File: src/rtl/run_ctrl.sv
// Debug run controller: gates CPU advance through RUN/STEP/HALTED states and counts enabled cycles and commits.
// Optional STEP watchdog (limit WDT_LIMIT cycles) is built only when RUN_CTRL_WDT_EN is defined.
module run_ctrl #(
    parameter int unsigned WDT_LIMIT = 1024
) (
    input  logic        clk,
    input  logic        rst,
    input  logic        cmd_valid,
    input  logic [1:0]  cmd_op,
    output logic        cmd_ready,
    input  logic        bp_en,
    input  logic [31:0] bp_addr,
    input  logic        commit,
    input  logic [31:0] commit_pc,
    input  logic        commit_halt,
    output logic        global_en,
    output logic [1:0]  state,
    output logic [2:0]  halt_cause,
    output logic [31:0] cycle_cnt,
    output logic [31:0] commit_cnt
);

    typedef enum logic [1:0] {
        S_IDLE   = 2'd0,
        S_RUN    = 2'd1,
        S_STEP   = 2'd2,
        S_HALTED = 2'd3
    } state_t;

    localparam logic [1:0] OP_STOP  = 2'd0;
    localparam logic [1:0] OP_RUN   = 2'd1;
    localparam logic [1:0] OP_STEP  = 2'd2;
    localparam logic [1:0] OP_CLEAR = 2'd3;

    localparam logic [2:0] C_NONE    = 3'd0;
    localparam logic [2:0] C_STOP    = 3'd1;
    localparam logic [2:0] C_STEP    = 3'd2;
    localparam logic [2:0] C_BREAK   = 3'd3;
    localparam logic [2:0] C_HALT    = 3'd4;
    localparam logic [2:0] C_TIMEOUT = 3'd5;

    function automatic logic [31:0] sat_inc(input logic [31:0] v);
        return (v == 32'hFFFF_FFFF) ? v : v + 32'd1;
    endfunction

    state_t state_q;

    logic cmd_clear;
    logic run_commit;
    logic hit_halt;
    logic hit_step;
    logic hit_bp;
    logic hit_stop;
    logic hit_wdt;

    // Reset low holds the port not-ready; outside reset every command is taken.
    assign cmd_ready = rst;
    assign state     = state_q;
    assign global_en = (state_q == S_RUN) || (state_q == S_STEP);

    assign cmd_clear  = cmd_valid && (cmd_op == OP_CLEAR);
    assign run_commit = global_en && commit;
    assign hit_halt   = run_commit && commit_halt;
    assign hit_step   = run_commit && (state_q == S_STEP);
    assign hit_bp     = run_commit && (state_q == S_RUN) && bp_en && (commit_pc == bp_addr);
    assign hit_stop   = global_en && cmd_valid && (cmd_op == OP_STOP);

`ifdef RUN_CTRL_WDT_EN
    logic [15:0] wdt_q;
    logic [16:0] wdt_inc;

    assign wdt_inc = {1'b0, wdt_q} + 17'd1;
    assign hit_wdt = (state_q == S_STEP) && !commit && (wdt_inc == 17'(WDT_LIMIT));
`else
    logic [15:0] wdt_limit_unused;

    assign wdt_limit_unused = 16'(WDT_LIMIT);
    assign hit_wdt          = 1'b0;
`endif

    always_ff @(posedge clk or negedge rst) begin
        if (!rst) begin
            state_q    <= S_IDLE;
            halt_cause <= C_NONE;
            cycle_cnt  <= '0;
            commit_cnt <= '0;
`ifdef RUN_CTRL_WDT_EN
            wdt_q      <= '0;
`endif
        end else if (cmd_clear) begin
            state_q    <= S_IDLE;
            halt_cause <= C_NONE;
            cycle_cnt  <= '0;
            commit_cnt <= '0;
`ifdef RUN_CTRL_WDT_EN
            wdt_q      <= '0;
`endif
        end else begin
            if (global_en) cycle_cnt <= sat_inc(cycle_cnt);
            if (run_commit) commit_cnt <= sat_inc(commit_cnt);

            // One winner per edge; lower-priority events are dropped, not queued.
            if (hit_halt) begin
                state_q    <= S_HALTED;
                halt_cause <= C_HALT;
            end else if (hit_step) begin
                state_q    <= S_IDLE;
                halt_cause <= C_STEP;
            end else if (hit_bp) begin
                state_q    <= S_IDLE;
                halt_cause <= C_BREAK;
            end else if (hit_stop) begin
                state_q    <= S_IDLE;
                halt_cause <= C_STOP;
            end else if (hit_wdt) begin
                state_q    <= S_IDLE;
                halt_cause <= C_TIMEOUT;
            end else if ((state_q == S_IDLE) && cmd_valid && (cmd_op == OP_RUN)) begin
                state_q    <= S_RUN;
                halt_cause <= C_NONE;
            end else if ((state_q == S_IDLE) && cmd_valid && (cmd_op == OP_STEP)) begin
                state_q    <= S_STEP;
                halt_cause <= C_NONE;
            end

`ifdef RUN_CTRL_WDT_EN
            // Counts only idle STEP cycles; any other cycle restarts it, so STEP entry sees zero.
            if ((state_q == S_STEP) && !commit) wdt_q <= wdt_inc[15:0];
            else wdt_q <= '0;
`endif
        end
    end

endmodule
File: config.mk
export PLATFORM = sky130hd
export DESIGN_NAME = run_ctrl
export DESIGN_NICKNAME = d
export VERILOG_FILES = /design/src/rtl/run_ctrl.sv
export SDC_FILE = /design/constraint.sdc
export NUM_CORES = 1
export LEC_CHECK = 0
export ABC_AREA = 1
export BUFFER_PORTS_ARGS = -buffer_cell sky130_fd_sc_hd__buf_2
export CORE_MARGIN = 5
export CORE_UTILIZATION = 55
export CTS_BUF_LIST = sky130_fd_sc_hd__clkbuf_4
export CTS_CLUSTER_DIAMETER = 50
export DETAILED_ROUTE_END_ITERATION = 10
export PLACE_DENSITY = 0.85
export SYNTH_ARGS = -nofsm -noshare
export SYNTH_HDL_FRONTEND = slang
export SYNTH_SLANG_ARGS = --single-unit
File: constraint.sdc
create_clock -name clk -period 2.72 [get_ports clk]
set_clock_uncertainty 0.2 [all_clocks]
set_input_delay 0.136 -clock clk [delete_from_list [all_inputs] [get_ports clk]]
set_output_delay 0.136 -clock clk [all_outputs]
set_load 0.005 [all_outputs]
==> flow_summary.yaml <==
outcome:
  outcome: "complete, no violations"
worst_setup_path:
  reg2reg_to: "cycle_cnt[1]"
  worstSetupStartpointType: "flop"
  crit_fanout: 14
  worstPathArrival_ns: 2.52
  crit_required_ns: 2.89
  path_class: "flop to flop"
  r2r-start: "cycle_cnt[0]"
  startpoint: "cycle_cnt[0]"
  endpoint: "cycle_cnt[1]"
  reg2reg_slack_ns: 0.37
  worstSetupEndpointType: "flop"
  r2r_cells: 9
placement:
  place_congestion: 0.912
  hpwl_um: 12400
  io_buffers: 142
clock_tree:
  cts_setup_buffers: 0
  insertion_delay_ns: 0.44
  clock_path_buffers: 2
  ctsHoldBuffers: 8
  cts_tree: "built"
  htree_num_levels: 3
  ctsResizeCount: 0
  path_clk_slew_ns: 0.13
  clock-sinks: 69
  numCtsBuffers: 9
  root_buffer: "clkbuf_4"
power_and_ir_drop:
  intPower_uw: 2070
  pwr-share-clk_pct: 18.7
  switchingPower_uw: 1650
  comb_power_share_pct: 41.6
  powerDensity_nw_per_um2: 576
  swShare_pct: 44.5
  p_seq_share_pct: 39.6
  power.static_leakage_uw: 0.00316
  report.power.total_uw: 3720
  ir_drop_uv: 285
synth:
  synth_largest_area_cell: "dfrtp_1"
  synth_fp_nets: 907
  ys_async_sr_fraction_pct: 100
  mappedNetlistArea_um2: 5400
  ys_seq_area_share_pct: 32.0
  synth-main-ff-cell: "dfrtp_1"
  yosys_warnings: 0
  avgSynthCellArea_um2: 6.51
  syn-instance-count: 830
  synth-edff-count: 0
  synth.area.top_cells: "dfrtp_1 (32%), nand2_1 (19%), nor2_1 (7.0%)"
  ys_seq_elements: 69
  synth_top_area_share_pct: 32.0
  ys_types: 37
sta:
  period_needed_ns: 2.35
  finalSetupViolations: 0
  hold_ws_ns: 0.000994
  hold_viol: 0
  tightestPinTransition_ns: 0.731
  relSlewSlack_pct: 51.1
  drv_slew: 0
  max_freq_ghz: 0.425
  rsz0062_at_grt: "false"
  fin_crit_sh_pct: 86.6
  tns_ns: 0
routing:
  avgRoutedWirePerCell_um: 14.1
  via_per_inst: 5.32
  route.detailed.drc: 0
  ant_nets: 0
  wirelength_um: 15700
  drt_pass1_iterations: 5
  drt-initial-drc-count: 400
  vias: 5943
floorplanning:
  die_x_um: 109
  die-area_um2: 11900
  core-area_um2: 9680
  io-pin-count: 143
  start_util_pct: 55.8
  rows: 36
  die_h_um: 109
global_routing:
  grt-ovfl-total: 0
  grt_pass1_wl_um: 25800
  grt_max_degree: 35
  track_usage_pct: 27.3
  antenna_found_initial: 0
  grt_pass1_vias: 5550
worst_hold_path:
  hold_class: "input pin to flop"
finish:
  drive_above_1_share_pct: 20.9
  nets: 1057
  layout_commonest_cell: "nand2_1"
  syn2layout_area_growth_pct: 19.5
  insertedDiodeCount: 0
  final_cell_mix: "nand2_1 (270), buf_2 (141), nor2_1 (101), inv_1 (92), dfrtp_1 (69)"
job:
  max-cap-violations: 0
==> cells by family (layout without fill, tap and decap cells) <==
logic type | after synthesis | after routing | synth area share (%)
adders and majority gates | 5 | 5 | 1.16
and+or+nand+nor | 523 | 523 | 43.0
buffers and inverters | 116 | 271 | 9.04
xor gates and xnor gates | 38 | 38 | 6.16
DFF | 69 | 69 | 32.0
AOI/OAI and AO/OA | 79 | 79 | 8.71
==> worst min path at each step <==
| stage | start | end | slack [ns] | cells past startpoint |
|---|---|---|---|---|
| floorplan | rst | commit_cnt[0] | -0.36 | 0 |
| global placement | rst | commit_cnt[25] | -0.08 | 1 |
| global route | cmd_valid | state[0] | 0.05 | 7 |
| finish | cmd_valid | state[0] | 0.001 | 7 |
| CTS | cmd_valid | state[0] | 0.002 | 7 |
| detailed placement | rst | commit_cnt[22] | -0.07 | 1 |
==> cell type report <==
type / count / area, um^2
Multi-Input combinational cell: 645 / 3190
Tap cell: 133 / 166
Inverter: 98 / 370
Fill cell: 888 / 3230
Timing Repair Buffer: 157 / 858
Sequential cell: 69 / 1730
Clock buffer: 9 / 67.6
Clock inverter: 7 / 73.8
==> critical path: stages, from the launching register on <==
cell	delay (ns)
dfrtp_1	0.45
ha_1	0.22
nand3_1	0.16
inv_2	0.15
nand2_4	0.08
nor2_4	0.16
nand3_1	0.09
nand2_1	0.33
inv_2	0.22
o21ai_0	0.21
==> flip-flops by register name, indices dropped and copies added, names as in the netlist <==
name and cells:
state 2, commit_cnt 32, halt_cause 3, cycle_cnt 32
==> synth_stat cells, types with 6 or more instances <==
master    instances
o21ai_2           7
nand2_2           6
nand3_1          59
nand4_1          27
dfrtp_1          69
a21oi_1          19
buf_4             6
o21ai_1          13
nand2_1         270
o31ai_1          16
inv_1            92
nor3_1           21
nand3b_1         13
o21ai_0          22
xnor2_1          20
nor2_1          101
xor2_1           18
==> layer usage <==
| metal | vias to the layer above | wire length, um | global-route usage [%] |
|---|---|---|---|
| met2 | 231 | 7580 | 46.4 |
| li1 | 2967 | - | - |
| met1 | 2712 | 6610 | 34.8 |
| met5 | - | 0 | 0 |
| met4 | 0 | 379 | 8.75 |
| met3 | 33 | 1180 | 5.33 |
==> per-stage QoR <==
stage | worst slack, ns | std cells | util (%) | area (um^2)
6_report | 0.365 | 1118 | 66.6 | 6450
4_1_cts | 0.394 | 1118 | 66.6 | 6450
2_1_floorplan | 0.776 | 830 | - | 5400
3_3_place_gp | 0.507 | 1094 | 64.4 | 6230
5_1_grt | 0.174 | 1118 | 66.6 | 6450
3_5_place_dp | 0.440 | 1094 | 64.4 | 6230
==> power by group through the flow <==
stage               Combinational (uW)  Clock, uW  Sequential [uW]
finish                            1550        697             1470
floorplan                         1050          0             1460
detailed placement                1530          0             1490
CTS                               1550        709             1470
global placement                  1490          0             1480
global route                      1730        750             1510
Note: power is estimated with default switching activity, not from simulation.
